## src/rtl/pq_frontend_pkg.sv

```systemverilog
// Shared types for the priority-queue request front-end: the per-cycle
// command issued to the queue and its mapping onto the queue's wrt/read pins.
package pq_frontend_pkg;

    typedef enum logic [1:0] {
        CMD_IDLE    = 2'd0,
        CMD_PUSH    = 2'd1,
        CMD_POP     = 2'd2,
        CMD_REPLACE = 2'd3
    } cmd_e;

    typedef struct packed {
        logic wrt;
        logic read;
    } pq_ctl_t;

    // Map a command onto the queue's {wrt, read} pins. Without a standalone
    // enqueue, a push is a replace into the empty head (wrt and read together).
    function automatic pq_ctl_t cmd_encode(input cmd_e cmd, input logic enq_ena);
        pq_ctl_t ctl;
        ctl = '{wrt: 1'b0, read: 1'b0};
        case (cmd)
            CMD_PUSH:    ctl = '{wrt: 1'b1, read: !enq_ena};
            CMD_POP:     ctl = '{wrt: 1'b0, read: 1'b1};
            CMD_REPLACE: ctl = '{wrt: 1'b1, read: 1'b1};
            default:     ctl = '{wrt: 1'b0, read: 1'b0};
        endcase
        return ctl;
    endfunction

endpackage

```

## src/rtl/pq_key_fifo.sv

```systemverilog
// Synchronous first-word-fall-through FIFO buffering pushed keys until the
// arbiter can hand them to the priority queue.
module pq_key_fifo #(
    parameter int DATA_WIDTH = 16,
    parameter int FIFO_DEPTH = 4
) (
    input  logic                  clk,
    input  logic                  rst_n,
    input  logic                  wr_en,
    input  logic [DATA_WIDTH-1:0] wr_data,
    input  logic                  rd_en,
    output logic                  full,
    output logic                  empty,
    output logic [DATA_WIDTH-1:0] head
);

    localparam int AW = $clog2(FIFO_DEPTH);
    localparam int CW = AW + 1;
    localparam logic [CW-1:0] DEPTH_C = CW'(FIFO_DEPTH);

    logic [DATA_WIDTH-1:0] mem [FIFO_DEPTH];
    logic [AW-1:0]         wr_ptr;
    logic [AW-1:0]         rd_ptr;
    logic [CW-1:0]         count;
    logic                  do_wr;
    logic                  do_rd;

    assign full  = (count == DEPTH_C);
    assign empty = (count == '0);
    assign head  = mem[rd_ptr];
    assign do_wr = wr_en && !full;
    assign do_rd = rd_en && !empty;

    // Storage write; the pointer wraps naturally because the depth is a power of two.
    // NOTE: the storage array is deliberately left out of reset -- count alone says which entries are live.
    always_ff @(posedge clk) begin
        if (do_wr) begin
            mem[wr_ptr] <= wr_data;
        end
    end

    // Pointer and occupancy bookkeeping, cleared by the synchronous reset.
    always_ff @(posedge clk) begin
        if (!rst_n) begin
            wr_ptr <= '0;
            rd_ptr <= '0;
            count  <= '0;
        end else begin
            if (do_wr) wr_ptr <= wr_ptr + AW'(1);
            if (do_rd) rd_ptr <= rd_ptr + AW'(1);
            case ({do_wr, do_rd})
                2'b10:   count <= count + CW'(1);
                2'b01:   count <= count - CW'(1);
                default: count <= count;
            endcase
        end
    end

endmodule

```

## src/rtl/pq_request_frontend.sv

```systemverilog
// Front-end for the register-array priority queue: buffers pushed keys,
// arbitrates one queue command per cycle (replace > push > pop > idle),
// returns popped heads on a registered response channel and discards key 0.
module pq_request_frontend
    import pq_frontend_pkg::*;
#(
    parameter int DATA_WIDTH = 16,
    parameter int QUEUE_SIZE = 4,
    parameter int ENQ_ENA    = 0,
    parameter int FIFO_DEPTH = 4
) (
    input  logic                  i_CLK,
    input  logic                  i_RSTn,
    input  logic                  i_push_valid,
    output logic                  o_push_ready,
    input  logic [DATA_WIDTH-1:0] i_push_data,
    input  logic                  i_pop_valid,
    output logic                  o_pop_ready,
    output logic                  o_resp_valid,
    input  logic                  i_resp_ready,
    output logic [DATA_WIDTH-1:0] o_resp_data,
    output logic                  o_pq_wrt,
    output logic                  o_pq_read,
    output logic [DATA_WIDTH-1:0] o_pq_data,
    input  logic                  i_pq_full,
    input  logic                  i_pq_empty,
    input  logic [DATA_WIDTH-1:0] i_pq_head,
    output logic                  o_zero_drop
);

    localparam logic ENQ_C = (ENQ_ENA != 0);

    logic                  fifo_full;
    logic                  fifo_empty;
    logic [DATA_WIDTH-1:0] fifo_head;
    logic                  push_accept;
    logic                  fifo_wr;
    logic                  key_issue;
    logic                  slot_free;
    logic                  resp_load;
    cmd_e                  cmd;
    pq_ctl_t               ctl;

    assign o_push_ready = !fifo_full;
    assign push_accept  = i_push_valid && o_push_ready;
    // Key 0 marks an empty queue slot, so it is accepted but never stored.
    assign fifo_wr      = push_accept && (i_push_data != '0);
    assign slot_free    = !o_resp_valid || i_resp_ready;

    pq_key_fifo #(
        .DATA_WIDTH(DATA_WIDTH),
        .FIFO_DEPTH(FIFO_DEPTH)
    ) u_key_fifo (
        .clk    (i_CLK),
        .rst_n  (i_RSTn),
        .wr_en  (fifo_wr),
        .wr_data(i_push_data),
        .rd_en  (key_issue),
        .full   (fifo_full),
        .empty  (fifo_empty),
        .head   (fifo_head)
    );

    // Issue arbiter: pick at most one queue command from the sampled queue status.
    // NOTE: cmd gets a default before any branch so no path leaves it unassigned (no latch).
    always_comb begin
        cmd = CMD_IDLE;
        if (i_pop_valid && !fifo_empty && !i_pq_empty && slot_free) begin
            cmd = CMD_REPLACE;
        end else if (!fifo_empty && !i_pq_full && (ENQ_C || i_pq_empty)) begin
            cmd = CMD_PUSH;
        end else if (i_pop_valid && !i_pq_empty && slot_free) begin
            cmd = CMD_POP;
        end
    end

    assign ctl         = cmd_encode(cmd, ENQ_C);
    assign key_issue   = (cmd == CMD_PUSH) || (cmd == CMD_REPLACE);
    assign resp_load   = (cmd == CMD_POP)  || (cmd == CMD_REPLACE);
    assign o_pq_wrt    = ctl.wrt;
    assign o_pq_read   = ctl.read;
    assign o_pq_data   = key_issue ? fifo_head : '0;
    assign o_pop_ready = resp_load;

    // Response register: capture the queue head on a pop, hold until the consumer takes it.
    // NOTE: sequential state uses non-blocking assignments so every flop samples pre-edge values.
    always_ff @(posedge i_CLK) begin
        if (!i_RSTn) begin
            o_resp_valid <= 1'b0;
            o_resp_data  <= '0;
        end else if (resp_load) begin
            o_resp_valid <= 1'b1;
            o_resp_data  <= i_pq_head;
        end else if (i_resp_ready) begin
            o_resp_valid <= 1'b0;
        end
    end

    // One-cycle pulse flagging that an accepted key 0 was discarded.
    always_ff @(posedge i_CLK) begin
        if (!i_RSTn) begin
            o_zero_drop <= 1'b0;
        end else begin
            o_zero_drop <= push_accept && (i_push_data == '0);
        end
    end

    // The queue can never report full and empty together for a non-zero capacity.
    assert property (@(posedge i_CLK) disable iff (!i_RSTn)
        (QUEUE_SIZE == 0) || !(i_pq_full && i_pq_empty));

endmodule

```

## config.mk

```make
export PLATFORM = sky130hd
export DESIGN_NAME = pq_request_frontend
export DESIGN_NICKNAME = d
export VERILOG_FILES = /design/src/rtl/pq_frontend_pkg.sv /design/src/rtl/pq_key_fifo.sv /design/src/rtl/pq_request_frontend.sv
export SDC_FILE = /design/constraint.sdc
export NUM_CORES = 1
export LEC_CHECK = 0
export CAP_MARGIN = 30
export CORE_MARGIN = 2
export CORE_UTILIZATION = 30
export DETAILED_ROUTE_END_ITERATION = 12
export GPL_TIMING_DRIVEN = 1
export REMOVE_ABC_BUFFERS = 1
export SLEW_MARGIN = 40
export SYNTH_ARGS = -nofsm -noshare
export SYNTH_HDL_FRONTEND = slang
export SYNTH_SLANG_ARGS = --single-unit
```

## constraint.sdc

```tcl
create_clock -name i_CLK -period 5.92 [get_ports i_CLK]
set_input_delay 0.592 -clock i_CLK [delete_from_list [all_inputs] [get_ports i_CLK]]
set_output_delay 0.592 -clock i_CLK [all_outputs]
set_load 0.02 [all_outputs]
```

After elaboration in Yosys (flattened, before gate mapping)
Memory sizes are Yosys's and may differ from the RTL's. A register that Yosys moved wholly into a read port is not among the register bits.
Cells that the tools add are included.

word-level totals
  logic and storage cells = 55
  output and inout port bits = 38
  RAM bits = 64
  memories kept = 1
  register bits after elaboration = 25

memory list
  name            words  width  read ports  clocked after memory_dff  wr ports  RTL line           text
  u_key_fifo.mem  4      16     1           1                         1         pq_key_fifo.sv:21  logic [DATA_WIDTH-1:0] mem [FIFO_DEPTH];

operators by class
  eq/ne operators = 6
  reduce and logical (&&, ||, !) cells = 26
  multiplexer cells = 12
  add/subtract/negate cells = 4

operators with widths
  cell                                                                   count
  16-bit logical NOT                                                     1
  16-bit two-way mux                                                     1
  16-bit nonzero test                                                    1
  1-bit logical AND                                                      12
  2-bit two-way mux                                                      5
  2-bit equality test, second input constant                             3
  3-bit one-hot mux with 2 select lines                                  1
  1-bit logical NOT                                                      5
  2-bit by 1-bit adder with 2-bit output, second input constant          2
  2-bit by 1-bit equality test with 1-bit output, second input constant  2
  1-bit two-way mux                                                      4
  2-bit one-hot mux with 2 select lines                                  1
  2-bit nonzero test                                                     2
  3-bit by 1-bit adder with 3-bit output, second input constant          1
  3-bit equality test, second input constant                             1
  3-bit logical NOT                                                      1
  1-bit logical OR                                                       3
  3-bit by 1-bit subtractor with 3-bit output, second input constant     1
  2-bit OR reduction                                                     1

Logic depth before layout (Yosys ltp)
Gate-level depths: netlist (run 1).

  depth in word-level cells = 11
  depth in mapped cells = 11
  depth with buffers taken out = 10

By module
From an unflattened synthesis (run 1), not the netlist that was laid out.

second synthesis, totals
  cell total of the unflattened synthesis = 252
  area total of the unflattened synthesis = 3817.4 um^2

by module, submodules not included
  module               instances  cells an instance  sequential area each (um^2)  area an instance (um^2)
  pq_key_fifo          1          138                2102.0                       2817.7
  pq_request_frontend  1          114                360.3                        999.7

Worst setup path before layout (run 1)
Ideal clock, no wire load.

  path type = input -> register
  start = input i_push_data[2]
  end = register u_key_fifo.count[2]
  slack = 3381 ps
  library setup time = 70 ps
  arrival time = 2469 ps
  cell stages on the path = 11
  required time = 5850 ps
  path through = nor4_1 > nand4_1 > and3_1 > buf_6 > inv_1 > ha_1 > inv_1 > fa_1 > xor2_1 > or3_1 > a21oi_1

between the ends
  cells in the longest elaborated chain, start to end = 5
  elaborated cells between the ends (all ways) = 7

ends and longest elaborated chain
  what                                                                                          RTL line                   text
  start: declaration                                                                            pq_request_frontend.sv:16  input logic [DATA_WIDTH-1:0] i_push_data,
  16-bit nonzero test *                                                                         pq_request_frontend.sv:47  assign fifo_wr = push_accept && (i_push_data != '0);
  1-bit logical AND *                                                                           pq_request_frontend.sv:47
  1-bit logical AND *                                                                           pq_key_fifo.sv:31          assign do_wr = wr_en && !full;
  2-bit by 1-bit equality test with 1-bit output / 2-bit equality test (equally long branches)  pq_key_fifo.sv:51          case ({do_wr, do_rd})
  3-bit one-hot mux with 2 select lines / 2-bit nonzero test (equally long branches)            --
  end signal: assignment                                                                        pq_key_fifo.sv:52          2'b10: count <= count + CW'(1);
  end signal: assignment                                                                        pq_key_fifo.sv:53          2'b01: count <= count - CW'(1);
  end signal: assignment                                                                        pq_key_fifo.sv:54          default: count <= count;
  end: declaration                                                                              pq_key_fifo.sv:24          logic [CW-1:0] count;

Every way passes the cells marked *; elsewhere a longest branch is shown, timed or not.
A chain may end at the register's enable or synchronous reset.

Worst setup path in the final report (run 1)
  start = input i_pop_valid
  end = output o_pq_data[0]

between the ends
  cells in the longest elaborated chain, start to end = 8
  elaborated cells between the ends (all ways) = 12

ends and longest elaborated chain
  what                                                                                          RTL line                   text
  start: declaration                                                                            pq_request_frontend.sv:17  input logic i_pop_valid,
  1-bit logical AND (2 in series)                                                               pq_request_frontend.sv:72  end else if (i_pop_valid && !i_pq_empty && slot_free) begin
  2-bit two-way mux                                                                             pq_request_frontend.sv:72
  2-bit two-way mux                                                                             pq_request_frontend.sv:70  end else if (!fifo_empty && !i_pq_full && (ENQ_C || i_pq_empty)) begin
  2-bit two-way mux *                                                                           pq_request_frontend.sv:68  if (i_pop_valid && !fifo_empty && !i_pq_empty && slot_free) begin
  2-bit by 1-bit equality test with 1-bit output / 2-bit equality test (equally long branches)  pq_request_frontend.sv:78  assign key_issue = (cmd == CMD_PUSH) || (cmd == CMD_REPLACE);
  1-bit logical OR *                                                                            pq_request_frontend.sv:78
  16-bit two-way mux *                                                                          pq_request_frontend.sv:82  assign o_pq_data = key_issue ? fifo_head : '0;
  end: declaration                                                                              pq_request_frontend.sv:24  output logic [DATA_WIDTH-1:0] o_pq_data,

Marked as above.

==> results of run 1 <==
[state kept, by name, indices dropped and copies added (netlist names), named ones only]
name	flops
u_key_fifo.mem	64
o_resp_data	16
u_key_fifo.rd_ptr	2
u_key_fifo.wr_ptr	2
u_key_fifo.count	3
o_resp_valid	1
o_zero_drop	1
[layout by cell type, fill, tap and decap left out, types with 3 or more instances in the layout]
master	synthesis	layout
a21oi_1	22	22
and2_1	20	16
and2_2	0	4
bufinv_16	0	3
clkbuf_1	2	3
clkbuf_16	0	9
clkdlybuf4s50_1	0	76
dfxtp_1	27	25
edfxtp_1	64	64
ha_1	5	5
inv_1	8	8
mux4_1	6	6
mux4_2	10	10
nand2_1	36	36
nor2_1	5	5
nor4_1	4	4
o21ai_0	3	3
[through the flow]
stage	util (%)	power, W
final	40.7	0.00178
after global placement	37.8	0.00116
after floorplan	-	0.00101
after global routing	40.7	0.00187
after detailed placement	37.8	0.00117
after CTS	40.7	0.00181
[routing by layer]
layer,part of all wire [%],GRT usage [%],vias to the layer above
met1,44,15.1,1046
met4,1.0,3.41,0
met2,47,19.4,75
met5,0,0,-
li1,-,-,1040
met3,7.9,5.47,8
[how the worst max path moves through the flow]
stage                                from                  end  slack, ps  cells after the start
after global placement    i_push_data[10]  u_key_fifo.count[2]       2550                     11
final                         i_pop_valid         o_pq_data[0]       2550                      6
after detailed placement  i_push_data[13]  u_key_fifo.count[2]       2440                     11
after CTS                     i_pop_valid         o_pq_data[0]       2490                      6
after global routing          i_pop_valid         o_pq_data[0]       2400                      6
after floorplan            i_push_data[2]  u_key_fifo.count[2]       3420                     10
[worst max-delay path: stages]
cell and delay, ps:
clkdlybuf4s50_1 480, nor2b_2 200, a21oi_2 120, nor2_2 530
and2_1 240, clkdlybuf4s50_1 610
[cells by family (layout without fill, tap and decap cells)]
group,after synthesis,count (layout)
flip-flops,91,91
buffers and inverters,19,101
AO/OA/AOI/OAI,27,27
XOR/XNOR,2,2
multiplexers,18,18
AND/OR/NAND/NOR,79,79
adder cells (fa/ha/maj),6,6
[area by class of cell]
type / count / share of cell area, %
flip-flops and latches: 91 / 51.1
multi-input cells: 132 / 21.7
repair buffers: 76 / 15.8
clock buffers: 12 / 4.90
well taps: 147 / 3.81
clock inverters: 4 / 2.05
inverters: 9 / 0.700
[power by group through the flow]
stage	Clock, W	Combinational, W	Sequential [W]
after CTS	0.000656	0.000359	0.000794
after detailed placement	0	0.000358	0.000808
after global routing	0.000685	0.000384	0.000802
after floorplan	0	0.000207	0.000798
final	0.000636	0.000352	0.000791
after global placement	0	0.000352	0.000804
==> results.cfg, run 1 <==
[status]
outcome = completed

[clock_tree]
cts_root_buffer = clkbuf_16
postCtsSetupBuffers = 0
cts_inserted_buffers = 9
htree_levels = 3
clockBufferDepth = 2
postCtsHoldBufs = 0
cts_resized = 0
clkSinkCount = 91
tritoncts = done
clk_pin_slew_ps = 60
clk_latency_ps = 330

[sta]
final-setup-viol-count = 0
rsz0062_at_grt = false
finalClockSkew_ps = 6.01
worst_hold_slack_ps = 458
min_period_ps = 3370
fmax_ghz = 0.297
period_share_pct = 56.8
timing.slew.headroom_pct = 48.4
tightestPinTransition_ps = 773
maxSlewViolCount = 0
setup_ws_ps = 2550
timing.setup.tns_ps = 0
hold_viol_final = 0

[power_and_ir_drop]
p_sw_share_pct = 24.6
cellPowerDensity_nw_per_um2 = 369
p_leak_nw = 1.61
ir_drop_uv = 167
p_int_w = 0.00134
switchingPower_w = 0.000437
p_seq_share_pct = 44.5
pwr-share-clk_pct = 35.7
pwr-share-comb_pct = 19.8

[detailed_routing]
viasPerCell = 4.61
vias = 2169
wirelength_um = 7330
drtPass1Iterations = 6
detail-route-antenna-nets = 0
drt-initial-drc-count = 181
drcViolationCount = 0
wire_per_inst_um = 15.6

[worst_setup_path]
r2r_setup_slack_ps = 3370
crit_path_max_fanout = 17
rr_startpoint = o_resp_valid
rr_worst_depth = 9
timing.rr.end = u_key_fifo.count[2]
critPathCaptureType = output pin
start_kind = input port
path_class = input port to output pin
cp.required_ps = 5330
critPathArrivalTime_ps = 2770

[worst_hold_path]
hold_class = flop to flop
hold_depth = 2
hold_path_startpoint = o_resp_data[15]
min_to = o_resp_data[15]

[global_route]
grt_pass1_vias = 2269
antenna_found_initial = 0
grt_max_degree = 24
grt.total_usage_pct = 12.2
grt-ovfl-total = 0
grt_pass1_wl_um = 11900

[synth]
synth_top_family_by_area = multiplexers
synth_common_cells = 64 x edfxtp_1, 36 x nand2_1, 27 x dfxtp_1
synth-simple-area-share_pct = 11.0
async_reset_ff_share_pct = 0
yosysWarnings = 0
yosys.area.top_type_share_pct = 53.2
synth_flop_cell = edfxtp_1
ys_ff_latch = 91
netlist_area_um2 = 3610
seq_area_frac_synth_pct = 68.2
synthAdderAreaFrac_pct = 2.29
synth.mux.area_fraction_pct = 11.2
synth.avg_cell_area_um2 = 14.9
synth_enable_flop_cells = 64
synth_xor_area_share_pct = 0.485
synth_compound_area_share_pct = 3.92
synth_area_leaders = edfxtp_1 53%, dfxtp_1 15%, mux4_2 6.2%
synth_most_common_cell = edfxtp_1
synthCells = 242
ys_types = 34
synth_area_leader_cell = edfxtp_1

[final_layout]
synthToLayoutAreaGrowth_pct = 33.6
finalNonFillerCells = 471
num_antenna_cells = 0
fin_area_um2 = 4820
fillers = 1087
seqCellArea_um2 = 2460
drive_gt1_share_pct = 10.5
multi_input_area_um2 = 1050
nets = 364

[placement]
dp.cells = 455
gp_congestion = 0.691
dpl_worst_slack_ps = 2440
io_buffers = 76
hpwl_um = 4850
place_area_um2 = 4490

[die]
die_h_um = 114
start_util_pct = 30.4
die_x_um = 114
ios = 77
core_um2 = 11900
die_area_um2 = 12900
rows = 40

[run]
cap_violations = 0
Power figures use the tool's default switching activity.
==> run 2: changes to the inputs <==
==> constraint.sdc (replaced) <==
create_clock -name i_CLK -period 3.17 [get_ports i_CLK]
set_input_delay 0.317 -clock i_CLK [delete_from_list [all_inputs] [get_ports i_CLK]]
set_output_delay 0.317 -clock i_CLK [all_outputs]
set_load 0.02 [all_outputs]
==> results.cfg, run 2 (synthesis results as in run 1) <==
[status]
outcome = completed

[power_and_ir_drop]
ir_drop_uv = 292
cellPowerDensity_nw_per_um2 = 666
p_int_w = 0.00235
p_seq_share_pct = 44.5
pwr-share-clk_pct = 33.0
p_sw_share_pct = 26.7
switchingPower_w = 0.000856
p_leak_nw = 1.61
pwr-share-comb_pct = 22.5

[sta]
period_share_pct = 83.7
worst_hold_slack_ps = 456
timing.slew.headroom_pct = 49.2
rsz0062_at_grt = false
timing.setup.tns_ps = 0
setup_ws_ps = 517
maxSlewViolCount = 0
tightestPinTransition_ps = 761
finalClockSkew_ps = 8.51
min_period_ps = 2650
fmax_ghz = 0.377
hold_viol_final = 0
final-setup-viol-count = 0

[final_layout]
largest_reg_flops = 64
largest_register = u_key_fifo.mem
top_regs = u_key_fifo.mem: 64 flops, o_resp_data: 16 flops, u_key_fifo.count: 3 flops
final_common_cell = clkdlybuf4s50_1
nets = 369
drive_gt1_share_pct = 11.9
finalNonFillerCells = 476
num_antenna_cells = 0
synthToLayoutAreaGrowth_pct = 33.4
mostFrequentLayoutCells = 76 x clkdlybuf4s50_1, 64 x edfxtp_1, 36 x nand2_1

[die]
die_h_um = 114
die_x_um = 114
ios = 77
die_area_um2 = 12900
rows = 40
core_um2 = 11900
start_util_pct = 30.4

[detailed_routing]
drt-initial-drc-count = 129
wire_per_inst_um = 15.6
drtPass1Iterations = 4
drcViolationCount = 0
wirelength_um = 7430
vias = 2177
met3_length_um = 663
routed-wl-met2_um = 3470
drt-met1-wl_um = 3190
viasPerCell = 4.57
detail-route-antenna-nets = 0
highest_layer = met4

[clock_tree]
clk_latency_ps = 350
postCtsHoldBufs = 0
tritoncts = done
cts_inserted_buffers = 9
clk_pin_slew_ps = 60
htree_levels = 3
clkSinkCount = 91
clockBufferDepth = 2
cts_resized = 0
cts_root_buffer = clkbuf_16
postCtsSetupBuffers = 0

[placement]
hpwl_um = 4840
gp_congestion = 0.647
dp.cells = 460
dpl_worst_slack_ps = 127
io_buffers = 76

[worst_setup_path]
path_class = input port to flop
critPathCaptureType = flop
rr_startpoint = u_key_fifo.count[0]
critPathArrivalTime_ps = 2920
cp.required_ps = 3440
crit_path_max_fanout = 5
start_kind = input port
crit_path_start = i_push_data[8]

[worst_hold_path]
hold_path_startpoint = o_resp_data[2]
hold_class = flop to flop

[global_route]
grt_pass1_vias = 2308
antenna_found_initial = 0
grt-ovfl-total = 0
grt_max_degree = 24
grt_pass1_wl_um = 11500
grt.total_usage_pct = 12.1

[run]
cap_violations = 0
==> run 2: cell count changes in the layout (fill, tap and decap cells not counted) <==
cell        before  now
clkinv_4         1    0
clkinv_1         1    2
clkinv_2         0    2
buf_4            0    5
dfxtp_1         25   27
bufinv_16        3    1
clkbuf_1         3    0
clkinvlp_4       0    2
inv_6            0    1
dfxtp_2          2    0
==> run 2: worst paths after layout <==
kind / end / slack [ps] / cells past startpoint
setup / recovery: u_key_fifo.count[2] / 520 / 11
setup reg to reg: u_key_fifo.count[2] / 1050 / 10
hold reg to reg: o_resp_data[2] / 460 / 2
hold / removal: o_resp_data[2] / 460 / 2
==> run 2: layer usage <==
layer  global-route usage [%]  vias up
met5                        0        -
met4                     3.90        0
met3                     6.59        9
met2                     19.8       71
met1                     13.6     1050
li1                         -     1047
==> run 2: area by class of cell <==
| class | count | area, um2 |
|---|---|---|
| Tap cell | 147 | 184 |
| Inverter | 9 | 33.8 |
| Clock inverter | 7 | 67.6 |
| Clock buffer | 9 | 225 |
| Timing Repair Buffer | 81 | 798 |
| Multi-Input combinational cell | 132 | 1050 |
| Sequential cell | 91 | 2460 |
| Fill cell | 1094 | 7040 |
==> run 2: critical path, stage by stage <==
cell	delay (ps)
clkdlybuf4s50_1	510
nor4_1	430
nand4_1	170
and3_1	240
inv_1	60
ha_1	160
inv_1	60
fa_1	370
xor2_1	160
or3_1	320
a21oi_1	140
==> run 2: through the flow <==
step | utilization [%] | power, W | area, um2
floorplan | - | 0.00188 | 3540
global placement | 38.1 | 0.00218 | 4520
detailed placement | 38.1 | 0.00219 | 4520
CTS | 40.6 | 0.00326 | 4820
global route | 40.6 | 0.00337 | 4820
finish | 40.6 | 0.00321 | 4820
==> run 2: power by group through the flow <==
stage	Sequential, W	Combinational, W	Clock, W
final	0.00143	0.000722	0.00106
after global routing	0.00144	0.000791	0.00114
after CTS	0.00143	0.000740	0.00109
after detailed placement	0.00146	0.000738	0
after global placement	0.00145	0.000728	0
after floorplan	0.00149	0.000387	0
